[src/rtl/load_store_unit.sv]
// Load/store unit: accepts one memory operation from the core, checks its
// alignment, runs a single word-aligned memory access with byte strobes and
// store-data replication, extends load data, and reports completion with a
// one-cycle done pulse (err qualified by done).
//
// Handshake: the core request is a level (req_valid with exactly one of
// data_r/data_w) sampled only while idle; it is consumed on the rising edge
// where it is accepted and ignored at all other times, so nothing is queued.
// On the memory side mem_req and all mem_* fields are held stable from the
// first ACCESS cycle until mem_ready is sampled high on a rising edge; that
// edge completes the transfer. mem_ready outside ACCESS has no effect.
module load_store_unit #(
    parameter int TIMEOUT = 16
) (
    input  logic        clk,
    input  logic        rst_n,
    input  logic        req_valid,
    input  logic        data_r,
    input  logic        data_w,
    input  logic [1:0]  data_size,
    input  logic        unsigned_value,
    input  logic [31:0] addr,
    input  logic [31:0] wdata,
    output logic        busy,
    output logic        done,
    output logic        err,
    output logic [31:0] rdata,
    output logic        mem_req,
    output logic        mem_we,
    output logic [31:0] mem_addr,
    output logic [31:0] mem_wdata,
    output logic [3:0]  mem_wstrb,
    input  logic        mem_ready,
    input  logic [31:0] mem_rdata
);

    typedef enum logic [1:0] {
        ST_IDLE   = 2'd0,
        ST_ACCESS = 2'd1,
        ST_DONE   = 2'd2,
        ST_ERR    = 2'd3
    } state_t;

    // Last ACCESS cycle index before the wait is abandoned.
    localparam logic [7:0] CNT_LAST = 8'(TIMEOUT - 1);

    state_t      state_q;
    state_t      state_d;

    logic [31:0] addr_q;
    logic [31:0] wdata_q;
    logic [1:0]  size_q;
    logic        uns_q;
    logic        we_q;
    logic [31:0] rdata_q;
    logic [7:0]  cnt_q;

    logic        accept;
    logic        misaligned;
    logic [7:0]  load_byte;
    logic [15:0] load_half;
    logic [31:0] load_ext;
    logic [3:0]  store_strb;
    logic [31:0] store_data;

    // A request is only meaningful when it is unambiguously a load or a store.
    assign accept = req_valid & (data_r ^ data_w);

    // Alignment check on the live request inputs, used at acceptance.
    always_comb begin
        misaligned = 1'b0;
        case (data_size)
            2'b00:   misaligned = 1'b0;
            2'b01:   misaligned = addr[0];
            2'b10:   misaligned = (addr[1:0] != 2'b00);
            default: misaligned = 1'b1;
        endcase
    end

    // Pick the addressed lane of the returned word and extend it to 32 bits.
    always_comb begin
        load_byte = mem_rdata[{addr_q[1:0], 3'b000} +: 8];
        load_half = addr_q[1] ? mem_rdata[31:16] : mem_rdata[15:0];
        case (size_q)
            2'b00:   load_ext = uns_q ? {24'd0, load_byte} : {{24{load_byte[7]}}, load_byte};
            2'b01:   load_ext = uns_q ? {16'd0, load_half} : {{16{load_half[15]}}, load_half};
            default: load_ext = mem_rdata;
        endcase
    end

    // Byte strobes and lane-replicated store data from the captured request.
    always_comb begin
        case (size_q)
            2'b00: begin
                store_strb = 4'b0001 << addr_q[1:0];
                store_data = {4{wdata_q[7:0]}};
            end
            2'b01: begin
                store_strb = 4'b0011 << addr_q[1:0];
                store_data = {2{wdata_q[15:0]}};
            end
            default: begin
                store_strb = 4'b1111;
                store_data = wdata_q;
            end
        endcase
    end

    // State register.
    always_ff @(posedge clk or negedge rst_n) begin
        if (!rst_n) begin
            state_q <= ST_IDLE;
        end else begin
            state_q <= state_d;
        end
    end

    // Next-state logic: misaligned requests never touch memory; a late
    // mem_ready on the final allowed cycle still completes normally.
    always_comb begin
        state_d = state_q;
        case (state_q)
            ST_IDLE: begin
                if (accept) begin
                    state_d = misaligned ? ST_ERR : ST_ACCESS;
                end
            end
            ST_ACCESS: begin
                if (mem_ready) begin
                    state_d = ST_DONE;
                end else if (cnt_q == CNT_LAST) begin
                    state_d = ST_ERR;
                end
            end
            ST_DONE: state_d = ST_IDLE;
            ST_ERR:  state_d = ST_IDLE;
            default: state_d = ST_IDLE;
        endcase
    end

    // Capture the request fields once, at acceptance; held until back in idle.
    always_ff @(posedge clk or negedge rst_n) begin
        if (!rst_n) begin
            addr_q  <= 32'd0;
            wdata_q <= 32'd0;
            size_q  <= 2'd0;
            uns_q   <= 1'b0;
            we_q    <= 1'b0;
        end else if (state_q == ST_IDLE && accept) begin
            addr_q  <= addr;
            wdata_q <= wdata;
            size_q  <= data_size;
            uns_q   <= unsigned_value;
            we_q    <= data_w;
        end
    end

    // Wait counter: zero outside ACCESS, counts ACCESS cycles without ready.
    always_ff @(posedge clk or negedge rst_n) begin
        if (!rst_n) begin
            cnt_q <= 8'd0;
        end else if (state_q != ST_ACCESS) begin
            cnt_q <= 8'd0;
        end else if (!mem_ready) begin
            cnt_q <= cnt_q + 8'd1;
        end
    end

    // Load result register; stores and errors leave it untouched.
    always_ff @(posedge clk or negedge rst_n) begin
        if (!rst_n) begin
            rdata_q <= 32'd0;
        end else if (state_q == ST_ACCESS && mem_ready && !we_q) begin
            rdata_q <= load_ext;
        end
    end

    // State-decoded outputs; the memory bus is quiet outside ACCESS.
    always_comb begin
        busy      = 1'b0;
        done      = 1'b0;
        err       = 1'b0;
        rdata     = rdata_q;
        mem_req   = 1'b0;
        mem_we    = 1'b0;
        mem_addr  = 32'd0;
        mem_wdata = 32'd0;
        mem_wstrb = 4'd0;
        case (state_q)
            ST_IDLE: begin
                busy = 1'b0;
            end
            ST_ACCESS: begin
                busy     = 1'b1;
                mem_req  = 1'b1;
                mem_we   = we_q;
                mem_addr = {addr_q[31:2], 2'b00};
                if (we_q) begin
                    mem_wdata = store_data;
                    mem_wstrb = store_strb;
                end
            end
            ST_DONE: begin
                busy = 1'b1;
                done = 1'b1;
            end
            ST_ERR: begin
                busy  = 1'b1;
                done  = 1'b1;
                err   = 1'b1;
                rdata = 32'd0;
            end
            default: begin
                busy = 1'b0;
            end
        endcase
    end

endmodule

[config.mk]
export PLATFORM = sky130hd
export DESIGN_NAME = load_store_unit
export DESIGN_NICKNAME = d
export VERILOG_FILES = /design/src/rtl/load_store_unit.sv
export SDC_FILE = /design/constraint.sdc
export NUM_CORES = 1
export LEC_CHECK = 0
export CAP_MARGIN = 20
export CELL_PAD_IN_SITES_DETAIL_PLACEMENT = 0
export CELL_PAD_IN_SITES_GLOBAL_PLACEMENT = 1
export CORE_MARGIN = 2
export CORE_UTILIZATION = 34
export DETAILED_ROUTE_END_ITERATION = 10
export GPL_TIMING_DRIVEN = 0
export PLACE_DENSITY_LB_ADDON = 0.1
export SETUP_SLACK_MARGIN = 0.15
export SYNTH_ARGS = -nofsm -noshare
export SYNTH_HDL_FRONTEND = slang
export SYNTH_SLANG_ARGS = --single-unit
[constraint.sdc]
create_clock -name clk -period 1.9 [get_ports clk]
set_input_delay 0.19 -clock clk [delete_from_list [all_inputs] [get_ports clk]]
set_output_delay 0.19 -clock clk [all_outputs]
set_load 0.02 [all_outputs]
==> results of run 1 <==
area by class of cell:
class	count	area, um2	share of cell area, %
Tap cell	220	275	2.72
Timing Repair Buffer	261	2680	26.5
Inverter	8	42.5	0.420
Multi-Input combinational cell	403	3540	35.0
Clock inverter	7	96.3	0.951
Buffer	45	507	5.00
Sequential cell	110	2760	27.2
Clock buffer	9	225	2.22
layer usage:
layer	up-vias	wire (um)	part of all wire, %	track usage [%]
met3	27	1370	6.7	6.68
met2	166	10500	51	34.8
met4	0	411	2.0	5.03
met1	2656	8220	40	27.0
li1	2516	-	-	-
met5	-	0	0	0
timing repair:
item	4_1_cts	5_1_grt
cloned	3	9
setup endpoints to repair	118	176
hold endpoints to repair	47	0
hold buffers	1	0
buffers inserted	11	29
gates resized for setup	515	309
pin swaps	16	43
critical path, stage by stage, from the launching register on:
cell and delay (ns):
dfrtp_1 0.39, buf_6 0.14, buf_12 0.12, buf_16 0.13, mux2i_1 0.14, nor2_1 0.08, a21oi_2 0.16, nor2_4 0.05
buf_6 0.13
power groups by stage:
stage / Sequential [mW] / Combinational, mW / Clock, mW
6_report: 4.03 / 7.52 / 2.08
3_3_place_gp: 3.87 / 5.64 / 0
4_1_cts: 3.89 / 6.10 / 2.14
3_5_place_dp: 3.92 / 5.70 / 0
2_1_floorplan: 3.71 / 3.54 / 0
5_1_grt: 4.15 / 7.99 / 2.20
per-stage QoR:
step,instances,power [mW],TNS [ns]
2_1_floorplan,567,7.25,0
3_3_place_gp,994,9.51,-446.55
3_5_place_dp,995,9.63,-30.61
4_1_cts,1025,12.1,-0.0428
5_1_grt,1063,14.3,-0.588
6_report,1063,13.6,0
synthesized netlist by cell type, types with 2 or more instances:
master    count
nor2_1       47
o311ai_0      2
nand3_1      32
xor2_1        3
buf_4         6
nor3_1        2
mux2_2       73
nor2b_1       4
o22a_1        6
mux2i_1      21
a32oi_1       7
and2_1       62
xnor2_1       3
buf_1         3
a22oi_1       8
a31oi_1       7
and3_1        8
or3_1         3
nand2_1      47
dfrtp_1     110
a22o_1        7
nor4b_1       2
buf_2        15
clkbuf_1     18
o21ai_0      12
inv_1         8
buf_6         4
a21oi_1      27
cell usage in the layout, fill, tap and decap left out, types with 8 or more instances in the layout:
cell type and count:
a21oi_1 12, a21oi_2 8, a21oi_4 8, a22oi_1 8, and2_1 33, and2_4 29
buf_12 10, buf_2 35, buf_4 34, buf_6 83, buf_8 10, clkbuf_16 19
clkdlybuf4s50_1 103, dfrtp_1 107, mux2_2 73, mux2i_1 15, nand2_1 38, nand3_2 21
nand3_4 8, nor2_1 23, nor2_4 17
path summary, 6_finish.rpt:
check                                    endpoint  depth (start not counted)              startpoint
hold / removal              addr_q[4]$_DFFE_PN0P_                          2                   rst_n
min in group clk           wdata_q[8]$_DFFE_PN0P_                          2                wdata[8]
hold reg to reg            rdata_q[7]$_DFFE_PN0P_                          2  rdata_q[7]$_DFFE_PN0P_
max in group asynchronous  rdata_q[2]$_DFFE_PN0P_                          3                   rst_n
setup / recovery                    mem_wdata[27]                          8   size_q[0]$_DFFE_PN0P_
setup reg to reg           rdata_q[6]$_DFFE_PN0P_                          9  state_q[1]$_DFFE_PN0P_
cells by family after synthesis:
kind of cell | count (synthesis)
AOI/OAI and AO/OA | 82
xor gates and xnor gates | 6
adders and majority gates | 1
buffers and inverters | 54
DFF | 110
muxes | 95
other | 1
and+or+nand+nor | 217
state kept, by name, indices dropped and copies added, names as in the netlist:
name and flops:
we_q 1, state_q 2, uns_q 1, addr_q 32
rdata_q 32, size_q 2, cnt_q 8, wdata_q 32
==> impl_results.md, run 1 <==
- Synth area leader: dfrtp_1
- Total number of vias: 5365
- Area after DPL: 0.00822 mm2
- DRC errors left: 0
- Design Area, Final: 0.0101 mm2
- P_leak: 4.43 nW
- Area contributors post-synth: dfrtp_1 47%, mux2_2 14%, and2_1 6.6%
- Avg Inst Size Synth: 10.3 um2
- Register-to-register setup slack: 0.06 ns
- VDD IR-drop max: 661 uV
- DRT iter0 DRCs: 224
- CP Capture Type: output port
- Final Hold Fails: 0
- Gate power share: 55.2%
- Worst setup margin: 0.0108 ns
- Aggregate global-route resource usage: 21.1%
- Internal: 8.30 mW
- Overflow after GRT: 0
- Drt total wl: 20500 um
- Sequential area share after synthesis: 47.1%
- WL per Instance: 19.3 um
- Crit-path max FO: 5
- Input/output buffers: 207
- Clock root buffer master: clkbuf_16
- CTS Buf Count: 9
- Fmax: 0.529 GHz
- Psw: 5.33 mW
- Share of cells above drive strength 1: 49.7%
- I/O pin total: 210
- Max-Cap Viols: 0
- Htree depth: 3
- Cell count after synthesis: 566
- CP Data Arrival Time: 1.70 ns
- First-pass GRT wire length: 29400 um
- Worst-path clk slew: 0.07 ns
- Site Rows: 47
- Die H: 135 um
- Synth unique cells: 47
- Antenna viol nets, final: 0
- Critical path class: flop to output port
- Final cell utilization of the core: 60.6%
- Dpl ws: -0.609 ns
- Largest net degree at the start of global routing: 64
- Switch share: 39.1%
- Adder-Cell Fraction of Synth Area: 0.214%
- N_diodes: 0
- Seq cells post-synth: 110
- Post-Synth XOR/XNOR Area: 0.900%
- Area share of the largest cell type after synthesis: 47.1%
- Core area: 0.0167 mm2
- Post-Synth Simple-Gate Area: 19.6%
- Compound-Gate Fraction of Synth Area: 9.60%
- Die area: 0.0182 mm2
- Outcome: finished, final reports clean
- Hold crit path type: input pin to async pin
- Routability cong.: 0.835
- Initial antenna violation count: 0
- Post-Syn Area: 0.00584 mm2
- Mux share of post-synthesis cell area: 17.9%
- EDFF count, synth: 0
- Syn. warnings: 0
- Drt pass-1 iters: 4
- Vias/cell: 5.05
- Primary FF master, synth: dfrtp_1
- Filler cell count: 1406
- Crit share post-route: 99.4%
- CTS tree: built
- Part of the power in registers: 29.6%
- Clock latency on the worst-skew pair: 0.36 ns
- FFs w/ async S/R, synth: 100%
- RSZ-0062 raised after global routing: true
- Pwr Density: 1350 mW/mm2
- # setup viols final: 0
- Final Hold Slack: 0.342 ns
- DP HPWL: 14000 um
- Final Max Tran Viols: 0
- Final nets: 944
- Worst Skew: 0.00829 ns
- Initial core utilization: 35.0%
- Sink Count: 110
- Shortest period the worst path allows: 1.89 ns
- Worst EP required: 1.71 ns
- Largest family of logic cells by synthesized area: simple AND/OR/NAND/NOR gates
- Synthesis-to-layout area growth: 73.4%
- Die Width: 135 um
- Vias in the first global route: 5261
- Clock power share: 15.3%
- CTS Buffer Depth: 2
- CP Launch Type: flop
Note: power is estimated with default switching activity, not from simulation.
==> run 2, diff against run 1 <==
--- a/config.mk
+++ b/config.mk
@@ -9,7 +9,7 @@
 export CELL_PAD_IN_SITES_DETAIL_PLACEMENT = 0
 export CELL_PAD_IN_SITES_GLOBAL_PLACEMENT = 1
 export CORE_MARGIN = 2
-export CORE_UTILIZATION = 34
+export CORE_UTILIZATION = 31
 export DETAILED_ROUTE_END_ITERATION = 10
 export GPL_TIMING_DRIVEN = 0
 export PLACE_DENSITY_LB_ADDON = 0.1
@@ -17,3 +17,4 @@
 export SYNTH_ARGS = -nofsm -noshare
 export SYNTH_HDL_FRONTEND = slang
 export SYNTH_SLANG_ARGS = --single-unit
+export TNS_END_PERCENT = 100
==> constraint.sdc (replaced) <==
create_clock -name clk -period 1.6 [get_ports clk]
set_input_delay 0.16 -clock clk [delete_from_list [all_inputs] [get_ports clk]]
set_output_delay 0.16 -clock clk [all_outputs]
set_load 0.02 [all_outputs]
==> run 2 against run 1 <==
The flow now finishes with violations (negative setup slack). Die area grew 9.4%. Worst setup slack worse by 0.28 ns. Sequential share of layout area down 2.2 points. Global-route usage is 0.64 points lower. Clock skew is essentially flat. Hold slack worse by 0.097 ns. Critical path type unchanged. Largest power group unchanged.
==> impl_results.md, run 2 (synthesized netlist as in run 1, its figures left out) <==
- Outcome: finished, violations left
- Failing checks: negative setup slack
- P_leak: 4.79 nW (+7.9%)
- Crit-path cells: buf_6 -> buf_12 -> nor2_4 -> buf_6 -> nand2_4 -> a21oi_4 -> buf_6
- Commonest non-fill, non-tap cell in the layout: buf_6
- Placed insts: 1009 (+1.4%)
- Commonest cells after routing, fill and taps aside: 116 x buf_6, 107 x dfrtp_1, 103 x clkdlybuf4s50_1, 73 x mux2_2, 58 x and2_4
- Psw: 6.82 mW (+28%)
- Initial core utilization: 31.4% (-3.5 points)
- Routability cong.: 0.805 (-3.6%)
- Final nets: 967 (+2.4%)
- RSZ-0062 raised after global routing: true
- Worst EP required: 1.44 ns (-0.27 ns)
- Die H: 141 um (+4.6%)
- CP Launch Type: flop
- Initial antenna violation count: 0 (unchanged)
- Final Max Tran Viols: 0 (unchanged)
- Sink Count: 110 (unchanged)
- Largest regs: addr_q: 32 flops, rdata_q: 32 flops, wdata_q: 32 flops
- Tot Pwr: 17.8 mW (+30%)
- Dpl ws: -0.866 ns (-0.257 ns)
- CP Data Arrival Time: 1.71 ns (about the same)
- Crit-path max FO: 5 (unchanged)
- Critical Path Start: size_q[0]$_DFFE_PN0P_
- Die Width: 141 um (+4.6%)
- Input/output buffers: 207 (unchanged)
- CTS Buf Count: 9 (unchanged)
- First-pass GRT wire length: 31400 um (+6.7%)
- Worst-path clk slew: 0.09 ns (+0.02 ns)
- Post-Layout Cell Count: 1101 (+3.6%)
- I/O pin total: 210 (unchanged)
- Register-to-register setup slack: -0.25 ns (-0.31 ns)
- Die area: 0.0200 mm2 (+9.4%)
- Share of cells above drive strength 1: 57.4% (+7.7 points)
- Hold crit path type: input pin to async pin
- Antenna viol nets, final: 0 (unchanged)
- Drt pass-1 iters: 4 (unchanged)
- Clock latency on the worst-skew pair: 0.36 ns (about the same)
- Max-Cap Viols: 0 (unchanged)
- Internal: 10.9 mW (+32%)
- DRC errors left: 0 (unchanged)
- Critical path class: flop to output port
- DRT iter0 DRCs: 185 (-17%)
- Crit share post-route: 117%
- Worst setup margin: -0.265 ns (-0.276 ns)
- Aggregate global-route resource usage: 20.4% (-0.64 points)
- FF-to-FF End: wdata_q[19]$_DFFE_PN0P_
- Final cell utilization of the core: 59.3% (-1.3 points)
- Clock power share: 13.8% (-1.5 points)
- Vias in the first global route: 5645 (+7.3%)
- Drt total wl: 21900 um (+7.2%)
- Final Hold Fails: 0 (unchanged)
- Clock root buffer master: clkbuf_16
- Setup TNS Final: -29.65 ns (-29.65 ns)
- Synthesis-to-layout area growth: 88.7%
- Reg2Reg Launch Point: state_q[0]$_DFFE_PN0P_
- # setup viols final: 197 (+197)
- Pwr Density: 1610 mW/mm2 (+20%)
- Overflow after GRT: 0 (unchanged)
- CTS tree: built
- Vias/cell: 4.98 (-1.3%)
- WL per Instance: 19.9 um (+3.5%)
- DP HPWL: 14300 um (+2.2%)
- Shortest period the worst path allows: 1.87 ns
- Worst Skew: 0.00837 ns (+0.0000784 ns)
- Switch share: 38.4% (-0.68 points)
- Site Rows: 50 (+6.4%)
- Core area: 0.0186 mm2 (+11%)
- Gate power share: 59.0% (+3.8 points)
- Fmax: 0.536 GHz
- VDD IR-drop max: 795 uV (+20%)
- CP Capture Type: output port
- CP max-delay cell: dfrtp_1
- CTS Buffer Depth: 2 (unchanged)
- Critical Path End: mem_wdata[14]
- Total number of vias: 5487 (+2.3%)
- Part of the power in registers: 27.2% (-2.4 points)
- Most common cell on crit path: buf_6
- Htree depth: 3 (unchanged)
- Worst path max stage delay: 0.40 ns (about the same)
- R2R cell count: 8 (-1)
- Largest net degree at the start of global routing: 83 (+30%)
run 2: cell type report:
type | count | area (um2)
repair buffers | 284 | 3230
clock inverters | 7 | 91.3
plain buffers | 45 | 616
multi-input cells | 403 | 3760
inverters | 8 | 46.3
well taps | 234 | 293
fillers | 1549 | 7560
diodes | 1 | 2.50
clock buffers | 9 | 225
flip-flops and latches | 110 | 2760
run 2: per-layer routing:
metal  vias to the layer above  global-route usage (%)  part of all wire [%]
li1                       2568                       -                     -
met1                      2736                    26.5                    42
met2                       163                    34.3                    50
met3                        20                    4.66                   6.2
met4                         0                    5.74                   1.5
met5                         -                       0                     0
run 2: power groups by stage:
stage / registers (mW) / clock network [mW] / logic (mW)
floorplan: 4.41 / 0 / 4.47
global placement: 4.62 / 0 / 6.96
detailed placement: 4.68 / 0 / 7.05
CTS: 4.70 / 2.49 / 8.80
global route: 4.98 / 2.59 / 11.1
finish: 4.82 / 2.46 / 10.5
run 2: worst min path at each step:
stage	end	start	slack, ns	cells after the start
final	rdata_q[30]$_DFFE_PN0P_	rst_n	0.24	2
after global routing	rdata_q[30]$_DFFE_PN0P_	rst_n	0.27	2
after CTS	rdata_q[30]$_DFFE_PN0P_	rst_n	0.25	2
after detailed placement	rdata_q[30]$_DFFE_PN0P_	rst_n	0.06	1
after global placement	rdata_q[1]$_DFFE_PN0P_	rdata_q[1]$_DFFE_PN0P_	0.47	2
after floorplan	addr_q[0]$_DFFE_PN0P_	rst_n	-0.14	0
run 2: timing repair:
item                                    CTS  global route
gates resized for setup                 742           215
hold buffers                              1             0
endpoints found under the setup margin  194           207
pin swaps                                24            65
buffers inserted                         25            30
hold endpoints to repair                 28             0
cloned                                    8            12
run 2: worst max-delay path: cells and delay by family (launching register included):
family                 cells  cell delay [ns]
flip-flops                 1             0.40
AND/OR/NAND/NOR            2             0.19
AO/OA/AOI/OAI              1             0.18
buffers and inverters      4             0.57
run 2: per-stage QoR:
stage	hold slack (ns)	cell area, um2
floorplan	-0.136	6010
detailed placement	0.0595	8410
global placement	0.466	8380
CTS	0.250	9690
global route	0.273	11000
finish	0.245	11000
==> run 3, diff against run 2 <==
--- a/config.mk
+++ b/config.mk
@@ -5,12 +5,12 @@
 export SDC_FILE = /design/constraint.sdc
 export NUM_CORES = 1
 export LEC_CHECK = 0
-export CAP_MARGIN = 20
 export CELL_PAD_IN_SITES_DETAIL_PLACEMENT = 0
 export CELL_PAD_IN_SITES_GLOBAL_PLACEMENT = 1
 export CORE_MARGIN = 2
-export CORE_UTILIZATION = 31
+export CORE_UTILIZATION = 38
 export DETAILED_ROUTE_END_ITERATION = 10
+export DONT_BUFFER_PORTS = 1
 export GPL_TIMING_DRIVEN = 0
 export PLACE_DENSITY_LB_ADDON = 0.1
 export SETUP_SLACK_MARGIN = 0.15
==> run 3 against run 2 <==
Largest power group unchanged. Clock skew decreased by 0.0026 ns. Clock power fell by 9.8%. Cell area is 11% lower. Sequential share of layout area grew 3.1 points. Critical path type unchanged. Non-clock buffer count fell by 117. Die area fell by 18%. The flow finishes with violations (negative hold slack, negative setup slack). Flip-flop and latch count is the same. Count of clock-buffer cells in the layout increased by 3. Maximum frequency is 5.7% higher. Global-route usage is 4.4 points higher. Register-to-register slack improved by 0.14 ns.
==> impl_results.md, run 3 (synthesized netlist as in run 1, its figures left out) <==
- Share of cells above drive strength 1: 55.7% (-1.7 points)
- Worst EP required: 1.44 ns (about the same)
- Placed insts: 755 (-25%)
- Filler cell count: 1176 (-24%)
- Vias/cell: 5.50 (+10%)
- CP Capture Type: output port
- Max-Cap Viols: 0 (unchanged)
- Failing checks: negative hold slack, negative setup slack
- CP top delay family: flip-flops
- Worst-path clk slew: 0.07 ns (-0.02 ns)
- Overflow after GRT: 0 (unchanged)
- Sink Count: 110 (unchanged)
- First-pass GRT wire length: 31400 um (about the same)
- DP HPWL: 12500 um (-13%)
- P_leak: 4.15 nW (-13%)
- CP max-delay cell: dfrtp_1
- CP bufs+invs: 3 (-1)
- CTS Buffer Depth: 2 (unchanged)
- Critical path class: flop to output port
- Crit share post-route: 110% (-6.3 points)
- Worst Skew: 0.00578 ns (-0.00259 ns)
- Hold-fix buffers, CTS: 90 (+89)
- N_diodes: 0 (-1)
- Worst setup margin: -0.164 ns (+0.101 ns)
- WL per Instance: 22.2 um (+11%)
- Die Width: 128 um (-9.4%)
- Antenna viol nets, final: 0 (unchanged)
- CP Launch Type: flop
- Commonest non-fill, non-tap cell in the layout: dfrtp_1
- Commonest cells after routing, fill and taps aside: 109 x dfrtp_1, 90 x dlygate4sd3_1, 71 x mux2_2, 62 x and2_4, 36 x nand2_1
- Die H: 128 um (-9.4%)
- Initial core utilization: 38.7% (+7.3 points)
- # setup viols final: 159 (-19%)
- DRC errors left: 0 (unchanged)
- Final Hold Fails: 110 (+110)
- Outcome: finished, violations left
- Largest regs: addr_q: 32 flops, rdata_q: 32 flops, wdata_q: 32 flops
- DRT iter0 DRCs: 207 (+12%)
- CTS Buf Count: 9 (unchanged)
- Site Rows: 45 (-10%)
- Hold crit path type: input pin to async pin
- Post-Layout Cell Count: 938 (-15%)
- Core area: 0.0151 mm2 (-19%)
- Final Hold Slack: -0.507 ns (-0.752 ns)
- Tot Pwr: 16.0 mW (-10%)
- Drt pass-1 iters: 4 (unchanged)
- Total number of vias: 5156 (-6.0%)
- Crit-path cells: nand2b_4 -> inv_8 -> nand2_4 -> buf_12 -> buf_4 -> a21oi_4
- VDD IR-drop max: 727 uV (-8.5%)
- Crit-path max FO: 8 (+3)
- Vias in the first global route: 5552 (-1.6%)
- Final nets: 851 (-12%)
- Register-to-register setup slack: -0.11 ns (+0.14 ns)
- Htree depth: 3 (unchanged)
- CP Data Arrival Time: 1.60 ns (-0.11 ns)
- Drt total wl: 20800 um (-5.2%)
- Synthesis-to-layout area growth: 68.0%
- Fmax: 0.567 GHz (+5.7%)
- Final Max Tran Viols: 0 (unchanged)
- Shortest period the worst path allows: 1.76 ns (-0.101 ns)
- Initial antenna violation count: 0 (unchanged)
- Clock root buffer master: clkbuf_16
- Pwr Density: 1630 mW/mm2 (+0.95%)
- RSZ-0062 raised after global routing: true
- Routability cong.: 0.852 (+5.8%)
- Largest net degree at the start of global routing: 111 (+34%)
- Setup TNS Final: -10.48 ns (+19.17 ns)
- Worst path max stage delay: 0.41 ns (about the same)
- Input/output buffers: 0 (-100%)
- Aggregate global-route resource usage: 24.8% (+4.4 points)
- I/O pin total: 210 (unchanged)
- Dpl ws: -0.300 ns (+0.565 ns)
- Die area: 0.0164 mm2 (-18%)
- Clock latency on the worst-skew pair: 0.35 ns (about the same)
- CTS tree: built
run 3: cell types whose count changed in the layout (fill, tap and decap cells not counted), moves of 7 or more:
cell	change
clkdlybuf4s50_1	-103
dlygate4sd3_1	+89
nand3_1	-8
nand3_2	+7
buf_4	-15
buf_8	+9
nor2_1	-9
nor2_2	+9
buf_6	-85
run 3: final cells by class:
class | count | area (um2) | share of cell area [%]
Clock buffer | 12 | 256 | 2.61
Buffer | 45 | 662 | 6.74
Multi-Input combinational cell | 404 | 3850 | 39.2
Inverter | 8 | 52.6 | 0.536
Timing Repair Buffer | 167 | 1970 | 20.1
Tap cell | 188 | 235 | 2.40
Sequential cell | 110 | 2750 | 28.1
Clock inverter | 4 | 30.0 | 0.306
run 3: worst paths after layout:
kind	cells past startpoint	start	endpoint
worst max-delay path	6	state_q[1]$_DFFE_PN0P_	mem_wdata[8]
worst min-delay path	0	rst_n	cnt_q[7]$_DFFE_PN0P_
worst max register to register	9	state_q[1]$_DFFE_PN0P_	rdata_q[22]$_DFFE_PN0P_
worst min register to register	2	rdata_q[1]$_DFFE_PN0P_	rdata_q[1]$_DFFE_PN0P_
max in group asynchronous	0	rst_n	wdata_q[11]$_DFFE_PN0P_
min in group clk	2	mem_rdata[1]	rdata_q[1]$_DFFE_PN0P_
run 3: layer usage:
layer	vias to the layer above	share of wire (%)	track usage [%]
met2	169	52	42.0
met5	-	0	0
met1	2607	41	31.5
met4	0	2.0	6.66
met3	31	5.9	6.68
li1	2349	-	-
run 3: metrics by stage:
stage	instance area [um2]	utilization, %	hold WS (ns)
floorplan	6010	-	-0.136
global placement	6250	41.4	-0.130
detailed placement	6250	41.4	-0.129
CTS	9180	60.8	-0.512
global route	9810	65.0	-0.524
finish	9810	65.0	-0.507
run 3: timing repair:
item / in CTS / in global routing
gates resized for setup: 363 / 95
cloned: 13 / 8
endpoints found under the setup margin: 192 / 204
buffers inserted: 41 / 16
endpoints found under the hold margin: 200 / 110
pin swaps: 89 / 39
run 3: power by group:
part | leakage, nW | internal (mW) | total (mW) | switching, mW
Combinational | 2.69 | 4.47 | 8.90 | 4.44
Clock | 0.139 | 1.15 | 2.22 | 1.07
Sequential | 1.32 | 3.92 | 4.84 | 0.911
==> patch: new RTL, flow settings as in run 2 <==
The 4 states of `state_t` get a one-hot encoding in 4 bits.
--- a/src/rtl/load_store_unit.sv
+++ b/src/rtl/load_store_unit.sv
@@ -34,11 +34,11 @@
     input  logic [31:0] mem_rdata
 );
 
-    typedef enum logic [1:0] {
-        ST_IDLE   = 2'd0,
-        ST_ACCESS = 2'd1,
-        ST_DONE   = 2'd2,
-        ST_ERR    = 2'd3
+    typedef enum logic [3:0] {
+        ST_IDLE   = 4'b0001,
+        ST_ACCESS = 4'b0010,
+        ST_DONE   = 4'b0100,
+        ST_ERR    = 4'b1000
     } state_t;
 
     // Last ACCESS cycle index before the wait is abandoned.
Behaviour: no difference found for any inputs over 10 cycles, from zero or initial values and one cycle with rst_n low; not proved beyond that.
==> patch against run 2 <==
- the flow still finishes with violations (setup timing)
- via count shrank 0.86%
- sequential cell count grew 2
- wire length shrank 2.4%
- die area grew 0.19%
- cell area shrank 5.4%
- synthesized area grew 0.19%
- maximum frequency shrank 17%
- total power shrank 22%
- setup slack lost 0.37 ns
- clock power shrank 2%
- sequential power shrank 1%
==> patch: results <==
[detailed_routing]
first_iter_violations = 261
vias = 5440
wl_met1_mm = 9.05
wl_per_cell_um = 19.6
route.met2.wl_mm = 10.5
highest_layer = met4
dr.pass1.iters = 5
wl_met3_mm = 1.41

[setup_path]
reg2reg_setup_slack_ns = -0.48
cp_top_family = simple AND/OR/NAND/NOR gates
crit_fanout = 7
critPathSlowestCell = or4b_4
arrival_ns = 2.07

[clock_network]
cts-buffers-inserted = 9

[power_and_ir_drop]
power.density_nw_per_um2 = 1330
ir_worst_vdd_uv = 561
p_int_mw = 8.65
leakage_nw = 4.64

[place]
dpl.hpwl_mm = 14.3
placed_cells = 1012
port_buffers = 206

[synthesis]
synth.distinct_cells = 45
synthCells = 570
yosys-top-cells-area = dfrtp_1 (47%), mux2_2 (14%), nor2_1 (4.4%)
ys_seq_area_share_pct = 47.9
synth_commonest_cells = dfrtp_1 (111), mux2_2 (72), nor2_1 (69)

[timing]
fin_skew_ns = 0.00592
setup_violations = 206
setup_ws_ns = -0.634
worst_hold_slack_ns = 0.295

[layout]
nNetsFinal = 961
nFillCells = 1644
drive_above_1_share_pct = 47.9
diodes = 0

[outcome]
outcome = finished, violations left
violations = setup timing

[global_route]
grt_max_degree = 69
grt_use_total_pct = 21.4
first_global_vias = 5642
grt_pass1_wl_mm = 32.5

[floorplanning]
die_x_um = 141
-- patch: changes by cell type in the layout (fill, tap and decap cells not counted), moves of 9 or more --
cell and change:
nor2b_4 +17, nor2_1 +32, nor2b_1 +20, clkbuf_8 -9, mux2i_1 +9, a31oi_1 +11
nand3_2 -13, a21oi_1 +16, and2_4 -29
-- patch: through the flow --
| stage | setup slack (ns) | TNS [ns] | power, mW | cell area (um^2) |
|---|---|---|---|---|
| 6_report | -0.634 | -94.21 | 13.9 | 10400 |
| 5_1_grt | -0.699 | -106.57 | 14.7 | 10400 |
| 4_1_cts | -0.683 | -99.72 | 13.6 | 9990 |
| 3_5_place_dp | -0.911 | -115.02 | 10.7 | 8650 |
| 3_3_place_gp | -4.20 | -576.85 | 10.5 | 8630 |
| 2_1_floorplan | -0.166 | -10.82 | 8.53 | 6270 |
-- patch: final cells by class --
cell class                 instances  share of cell area (%)
buffer                            45                    5.20
clock buffer                      10                    2.29
clock inverter                     6                   0.624
inverter                           4                   0.288
multi-input combinational        410                    32.3
sequential                       112                    26.9
tap                              234                    2.81
timing repair buffer             273                    29.5
-- patch: kinds of logic after synthesis --
logic type	Yosys count	share of synthesized area, %
compound gates	95	10.9
fa+ha+maj	1	0.214
mux	92	17.5
buf+inv	49	3.85
simple gates	212	18.4
other cells	1	0.0641
xor+xnor	8	1.20
flops	112	47.9
-- patch: worst register-to-register path, cell delays in order (launching register included) --
cell and delay, ns:
dfrtp_2 0.40, or4b_4 0.59, buf_4 0.18, nor3b_4 0.27, buf_6 0.19, bufbuf_16 0.26, nor2_1 0.04, a21oi_2 0.09
-- patch: path summary, 6_finish.rpt --
kind                                 end         from  cells after the start
setup / recovery           mem_wdata[13]   state_q[3]                      7
hold / removal                 addr_q[5]        rst_n                      2
setup reg to reg             rdata_q[12]   state_q[3]                      7
hold reg to reg              wdata_q[16]  wdata_q[16]                      1
max in group asynchronous     wdata_q[7]        rst_n                      3
min in group clk              state_q[2]    mem_ready                      2
-- patch: per-layer routing --
metal	vias to the layer above	global-route usage, %
met1	2668	27.6
met2	190	35.9
met4	0	7.05
met3	22	4.66
met5	-	0
li1	2560	-
-- patch: timing repair --
item,in CTS,in global routing
setup buffers,33,15
endpoints found under the hold margin,43,0
cloned,14,3
resized for setup,597,157
pin swaps,6,2
hold buffers,1,0
endpoints found under the setup margin,213,215
-- patch: power groups by stage --
stage          Sequential [mW]  Combinational [mW]  Clock, mW
2_1_floorplan             4.53                4.01          0
3_3_place_gp              4.73                5.80          0
3_5_place_dp              4.78                5.87          0
4_1_cts                   4.74                6.43       2.46
5_1_grt                   4.93                7.24       2.57
6_report                  4.76                6.73       2.42
